## src/rtl/synth_pkg.sv

```systemverilog
// Shared definitions for the synth datapath arithmetic blocks.
// Holds the serial-subtractor state encoding, default operand/chunk widths,
// and the sign bits that form the saturation limits for any width.
package synth_pkg;

   typedef enum logic [1:0] {
      ST_IDLE = 2'd0,
      ST_BUSY = 2'd1,
      ST_DONE = 2'd2
   } state_t;

   localparam int DEF_WIDTH = 16;
   localparam int DEF_CHUNK = 4;

   // Saturation limits are {sign, ~sign...}: 0x7FFF.. for positive, 0x8000.. for negative.
   localparam logic SAT_POS_SIGN = 1'b0;
   localparam logic SAT_NEG_SIGN = 1'b1;

endpackage

```

## src/rtl/chunk_subtractor.sv

```systemverilog
// Purpose : combinational CHUNK-bit a - b - borrow_in with borrow out.
// Latency : 0 cycles (pure combinational).
// Backpressure: none; no handshake.
// Ports   : a, b (CHUNK) operands; borrow_in borrow into LSB;
//           diff (CHUNK) result mod 2^CHUNK; borrow_out 1 iff a < b + borrow_in.
module chunk_subtractor #(
   parameter int CHUNK = 4
) (
   input  logic [CHUNK-1:0] a,
   input  logic [CHUNK-1:0] b,
   input  logic             borrow_in,
   output logic [CHUNK-1:0] diff,
   output logic             borrow_out
);

   // One extra bit: a negative result wraps so that the top bit is the borrow.
   logic [CHUNK:0] full;

   always_comb begin
      full       = {1'b0, a} - {1'b0, b} - {{CHUNK{1'b0}}, borrow_in};
      diff       = full[CHUNK-1:0];
      borrow_out = full[CHUNK];
   end

endmodule

```

## src/rtl/serial_subtractor.sv

```systemverilog
// Purpose : WIDTH-bit diff = a - b - borrow_in, CHUNK bits per cycle, LSB chunk first.
// Latency : operands accepted at edge k -> out_valid in the cycle after edge k+NCHUNK.
// Backpressure: result held in DONE until out_ready; in_ready low while BUSY/DONE.
// Ports   : clk, reset (sync, active-high); in_valid/in_ready with a, b, borrow_in;
//           out_valid/out_ready with diff, borrow_out (unsigned), overflow (signed).
// Option  : SERIAL_SUBTRACTOR_SATURATE_EN clamps diff on signed overflow.
module serial_subtractor
   import synth_pkg::*;
#(
   parameter int WIDTH = DEF_WIDTH,
   parameter int CHUNK = DEF_CHUNK
) (
   input  logic             clk,
   input  logic             reset,
   input  logic             in_valid,
   output logic             in_ready,
   input  logic [WIDTH-1:0] a,
   input  logic [WIDTH-1:0] b,
   input  logic             borrow_in,
   output logic             out_valid,
   input  logic             out_ready,
   output logic [WIDTH-1:0] diff,
   output logic             borrow_out,
   output logic             overflow
);

   // WIDTH must be an integer multiple of CHUNK.
   localparam int NCHUNK = WIDTH / CHUNK;
   localparam int IDXW   = (NCHUNK > 1) ? $clog2(NCHUNK) : 1;
   localparam logic [IDXW-1:0] LAST_IDX = IDXW'(NCHUNK - 1);

   state_t            state, state_nxt;
   logic [IDXW-1:0]   idx;
   logic [WIDTH-1:0]  a_q, b_q;
   logic              borrow_q;
   logic [WIDTH-1:0]  work_q;      // partial result, never visible on diff
   logic [WIDTH-1:0]  diff_q;
   logic              borrow_out_q;
   logic              overflow_q;

   logic [CHUNK-1:0]  c_a, c_b, c_diff;
   logic              c_borrow;
   logic [WIDTH-1:0]  work_nxt;
   logic              ovf_nxt;
   logic [WIDTH-1:0]  result_nxt;

   // Single chunk slice reused every cycle; the index selects the operand slice.
   chunk_subtractor #(.CHUNK(CHUNK)) u_chunk (
      .a          (c_a),
      .b          (c_b),
      .borrow_in  (borrow_q),
      .diff       (c_diff),
      .borrow_out (c_borrow)
   );

   always_comb begin
      c_a      = a_q[idx*CHUNK +: CHUNK];
      c_b      = b_q[idx*CHUNK +: CHUNK];
      work_nxt = work_q;
      work_nxt[idx*CHUNK +: CHUNK] = c_diff;
      // Signed overflow: operand signs differ and result sign differs from a.
      ovf_nxt  = (a_q[WIDTH-1] != b_q[WIDTH-1]) && (work_nxt[WIDTH-1] != a_q[WIDTH-1]);
`ifdef SERIAL_SUBTRACTOR_SATURATE_EN
      if (ovf_nxt) begin
         if (a_q[WIDTH-1]) begin
            result_nxt = {SAT_NEG_SIGN, {(WIDTH-1){~SAT_NEG_SIGN}}};
         end else begin
            result_nxt = {SAT_POS_SIGN, {(WIDTH-1){~SAT_POS_SIGN}}};
         end
      end else begin
         result_nxt = work_nxt;
      end
`else
      result_nxt = work_nxt;
`endif
   end

   always_comb begin
      state_nxt = state;
      case (state)
         ST_IDLE: if (in_valid)        state_nxt = ST_BUSY;
         ST_BUSY: if (idx == LAST_IDX) state_nxt = ST_DONE;
         ST_DONE: if (out_ready)       state_nxt = ST_IDLE;
         default:                      state_nxt = ST_IDLE;
      endcase
   end

   always_ff @(posedge clk) begin
      if (reset) begin
         state <= ST_IDLE;
      end else begin
         state <= state_nxt;
      end
   end

   always_ff @(posedge clk) begin
      if (reset) begin
         idx          <= '0;
         a_q          <= '0;
         b_q          <= '0;
         borrow_q     <= 1'b0;
         work_q       <= '0;
         diff_q       <= '0;
         borrow_out_q <= 1'b0;
         overflow_q   <= 1'b0;
      end else begin
         case (state)
            ST_IDLE: begin
               if (in_valid) begin
                  a_q      <= a;
                  b_q      <= b;
                  borrow_q <= borrow_in;
                  idx      <= '0;
                  work_q   <= '0;
               end
            end
            ST_BUSY: begin
               work_q   <= work_nxt;
               borrow_q <= c_borrow;
               idx      <= idx + 1'b1;
               // Output register only updates on entry to DONE.
               if (idx == LAST_IDX) begin
                  diff_q       <= result_nxt;
                  borrow_out_q <= c_borrow;
                  overflow_q   <= ovf_nxt;
               end
            end
            default: ;
         endcase
      end
   end

   assign in_ready   = (state == ST_IDLE);
   assign out_valid  = (state == ST_DONE);
   assign diff       = diff_q;
   assign borrow_out = borrow_out_q;
   assign overflow   = overflow_q;

endmodule

```

## config.mk

```make
export PLATFORM = sky130hd
export DESIGN_NAME = serial_subtractor
export DESIGN_NICKNAME = d
export VERILOG_FILES = /design/src/rtl/synth_pkg.sv /design/src/rtl/chunk_subtractor.sv /design/src/rtl/serial_subtractor.sv
export SDC_FILE = /design/constraint.sdc
export NUM_CORES = 1
export LEC_CHECK = 0
export CAP_MARGIN = 20
export CORE_UTILIZATION = 56
export DETAILED_ROUTE_END_ITERATION = 12
export GPL_TIMING_DRIVEN = 0
export PLACE_DENSITY = 0.87
export SLEW_MARGIN = 20
export SYNTH_ARGS = -nofsm -noshare
export SYNTH_HDL_FRONTEND = slang
export SYNTH_SLANG_ARGS = --single-unit
```

## constraint.sdc

```tcl
create_clock -name clk -period 5.2 [get_ports clk]
set_clock_uncertainty 0.1 [all_clocks]
set_input_delay 0.52 -clock clk [delete_from_list [all_inputs] [get_ports clk]]
set_output_delay 0.52 -clock clk [all_outputs]
set_load 0.02 [all_outputs]
```

==> flow_summary_export.csv <==
group,metric,value,unit
run_status,status,"completed",
floorplan,dieArea,5940,µm²
setup_path,crit_path_end_kind,"flop",
setup_path,startpoint_type,"flop",
clocking,hold_buffers,0,
logic_synthesis,ys_top_cells_by_count,"75 x nand2_1, 71 x dfxtp_1, 45 x a21oi_1, 45 x nor2_1, 18 x clkbuf_1",
floorplan,die_w,77.1,µm
timing,hold_viol,0,
layout,drive_gt1_share,7.45,%
setup_path,reg2reg_to,"overflow",
drt,wl_met2,4110,µm
drt,ant_nets,0,
logic_synthesis,syn_inst,372,
drt,dr.first_iter.drc_count,297,
hold_path,hold_path_class,"reg2reg",
clocking,cts_buffer_depth,2,
setup_path,arrival,3550,ps
setup_path,r2r_cells,8,
logic_synthesis,yosysTopAreaCell,"dfxtp_1",
drt,viasPerCell,5.76,
power,p_per_area,309,nW/µm²
global_route,overflow,0,
drt,drt-pass1-iter-count,5,
drt,wl_met3,743,µm
drt,met1Wirelength,3140,µm
clocking,post_cts_resized,0,
placement,place_hpwl,5720,µm
layout,fin_area,3990,µm²
floorplan,dieHeight,77.1,µm
timing,tightest_slew,941,ps
setup_path,required,5360,ps
logic_synthesis,synth_cell_types,34,
logic_synthesis,synth-main-ff-cell,"dfxtp_1",
power,power.total,1230,µW
layout,fill_cells,410,
placement,postPlaceCellArea,3790,µm²
global_route,grt_pass1_wl,13600,µm
setup_path,r2r_start,"idx[0]",
global_route,grt_pass1_vias,2865,
hold_path,whs_endpoint,"b_q[5]",
setup_path,crit_type,"reg2reg",
drt,route.top_layer_used,"met4",
global_route,grt_max_degree,13,
setup_path,critPathMaxFanout,10,
drt,wl,8240,µm
floorplan,io_pins,57,
floorplan,rows,26,
clocking,cts_buffers,9,
floorplan,core-area,5270,µm²
timing,timing.fmax,0.295,GHz
power,irDropWorstVdd,0.214,mV
logic_synthesis,yosysMostFrequentCell,"nand2_1",
logic_synthesis,syn_area,3150,µm²
clocking,worstSkewPairLatency,350,ps
timing,relSlewSlack,36.4,%
logic_synthesis,syn_nets,421,
logic_synthesis,synth_seq_area_share,45.1,%
job,max_cap_violations,0,
power,leakage,0.00144,µW
timing,period_share,65.2,%
timing,period_needed,3390,ps
drt,num_vias,2955,
clocking,cts_tree,"done",
clocking,htree_levels,3,
logic_synthesis,synthTopCellsByArea,"dfxtp_1 45%, nand2_1 8.9%, a21oi_1 7.1%",
drt,wl_per_cell,16.1,µm
drt,drcViolationCount,0,
placement,port_buffers,55,
logic_synthesis,synth_top_area_share,45.1,%
timing,drv_slew,0,
logic_synthesis,avgSynthCellArea,8.48,µm²
floorplan,initial_core_util,59.9,%
global_route,track_usage,29.9,%
clocking,clock-sinks,71,
logic_synthesis,synth_edf_count,0,
logic_synthesis,synth_seq_cells,71,
global_route,antenna_found_initial,0,
logic_synthesis,synthArstFlopShare,0,%
timing,setup_viol,0,
layout,syn_to_final_growth,26.5,%
clocking,root_buffer,"clkbuf_8",
clocking,postCtsSetupBuffers,0,
placement,place_congestion,0.889,
timing,setup_tns,0,ps
setup_path,rrSetupSlack,1810,ps
clocking,clk_pin_slew,70,ps
timing,rsz0062_at_grt,"false",
hold_path,hold_start,"b_q[5]",
layout,diodes,0,
logic_synthesis,yosysWarnings,0,
hold_path,holdPathStages,2,
layout,fin_nets,487,
[critical path, cell delays in order (launching register included)]
cell,delay [ps]
dfxtp_1,520
buf_2,390
mux4_2,610
fa_1,410
ha_1,300
a21oi_2,60
xnor2_2,470
nand4b_1,180
a311oi_2,260
[layer usage]
| layer | vias to the layer above | GRT usage [%] |
|---|---|---|
| li1 | 1411 | - |
| met2 | 146 | 50.5 |
| met4 | 0 | 16.2 |
| met5 | - | 0 |
| met3 | 21 | 5.71 |
| met1 | 1377 | 35.7 |
[cell families after synthesis]
logic type / Yosys count / share of synthesized area [%]
flops: 71 / 45.1
fa+ha+maj: 12 / 5.24
xor+xnor: 3 / 1.07
mux: 8 / 5.71
compound gates: 87 / 17.6
simple gates: 148 / 20.0
buf+inv: 43 / 5.32
[sequential cells by signal, summed over array words and instances (netlist names), 2 cells and up]
register,flops
work_q,16
a_q,16
state,2
b_q,16
diff,16
idx,2
[power breakdown]
group / switching (µW) / total [µW] / internal (µW) / leakage [µW]
clock network: 207 / 439 / 232 / 0.0000981
registers: 13.6 / 578 / 564 / 0.000578
logic: 129 / 216 / 86.6 / 0.000769
total: 350 / 1230 / 883 / 0.00144
[cell usage in the layout, fill, tap and decap left out, types with 2 or more instances in the layout]
cell,instances
nand2_1,75
a21oi_1,45
nor4bb_1,2
ha_1,10
buf_1,4
xnor2_1,2
a221oi_1,3
clkinvlp_4,2
buf_2,5
nor2b_1,2
clkbuf_8,10
clkbuf_1,18
nand2b_1,4
nand3_1,6
a31oi_1,8
a211oi_1,11
a22oi_1,8
nor2_1,45
nor3_1,7
clkinv_2,3
dfxtp_1,71
fa_1,2
a22o_1,4
and2_1,2
mux4_2,8
clkdlybuf4s50_1,55
a32oi_1,4
inv_1,16
[worst max path at each step]
stage / from / to / slack [ps] / cells past startpoint
floorplan: idx[0] / overflow / 2350 / 9
global placement: idx[0] / overflow / 1990 / 8
detailed placement: idx[0] / overflow / 1850 / 8
CTS: idx[0] / overflow / 1830 / 8
global route: idx[0] / work_q[10] / 1620 / 11
finish: idx[0] / overflow / 1810 / 8
[stage by stage]
step | setup WS (ps) | hold WS [ps] | instances | util [%]
floorplan | 2350 | 333 | 372 | -
global placement | 1990 | 341 | 497 | 72.0
detailed placement | 1850 | 349 | 497 | 72.0
CTS | 1830 | 358 | 513 | 75.7
global route | 1620 | 382 | 513 | 75.7
finish | 1810 | 357 | 513 | 75.7
[cell type report]
class                           count  area (µm²)  share of cell area [%]
Multi-Input combinational cell    258        1570                    39.2
Sequential cell                    71        1420                    35.6
Timing Repair Buffer               55         551                    13.8
Clock buffer                       10         138                    3.45
Buffer                             27         108                    2.70
Tap cell                           70        87.6                    2.20
Clock inverter                      6        60.1                    1.51
Inverter                           16        60.1                    1.51
Note: power is estimated with default switching activity, not from simulation.
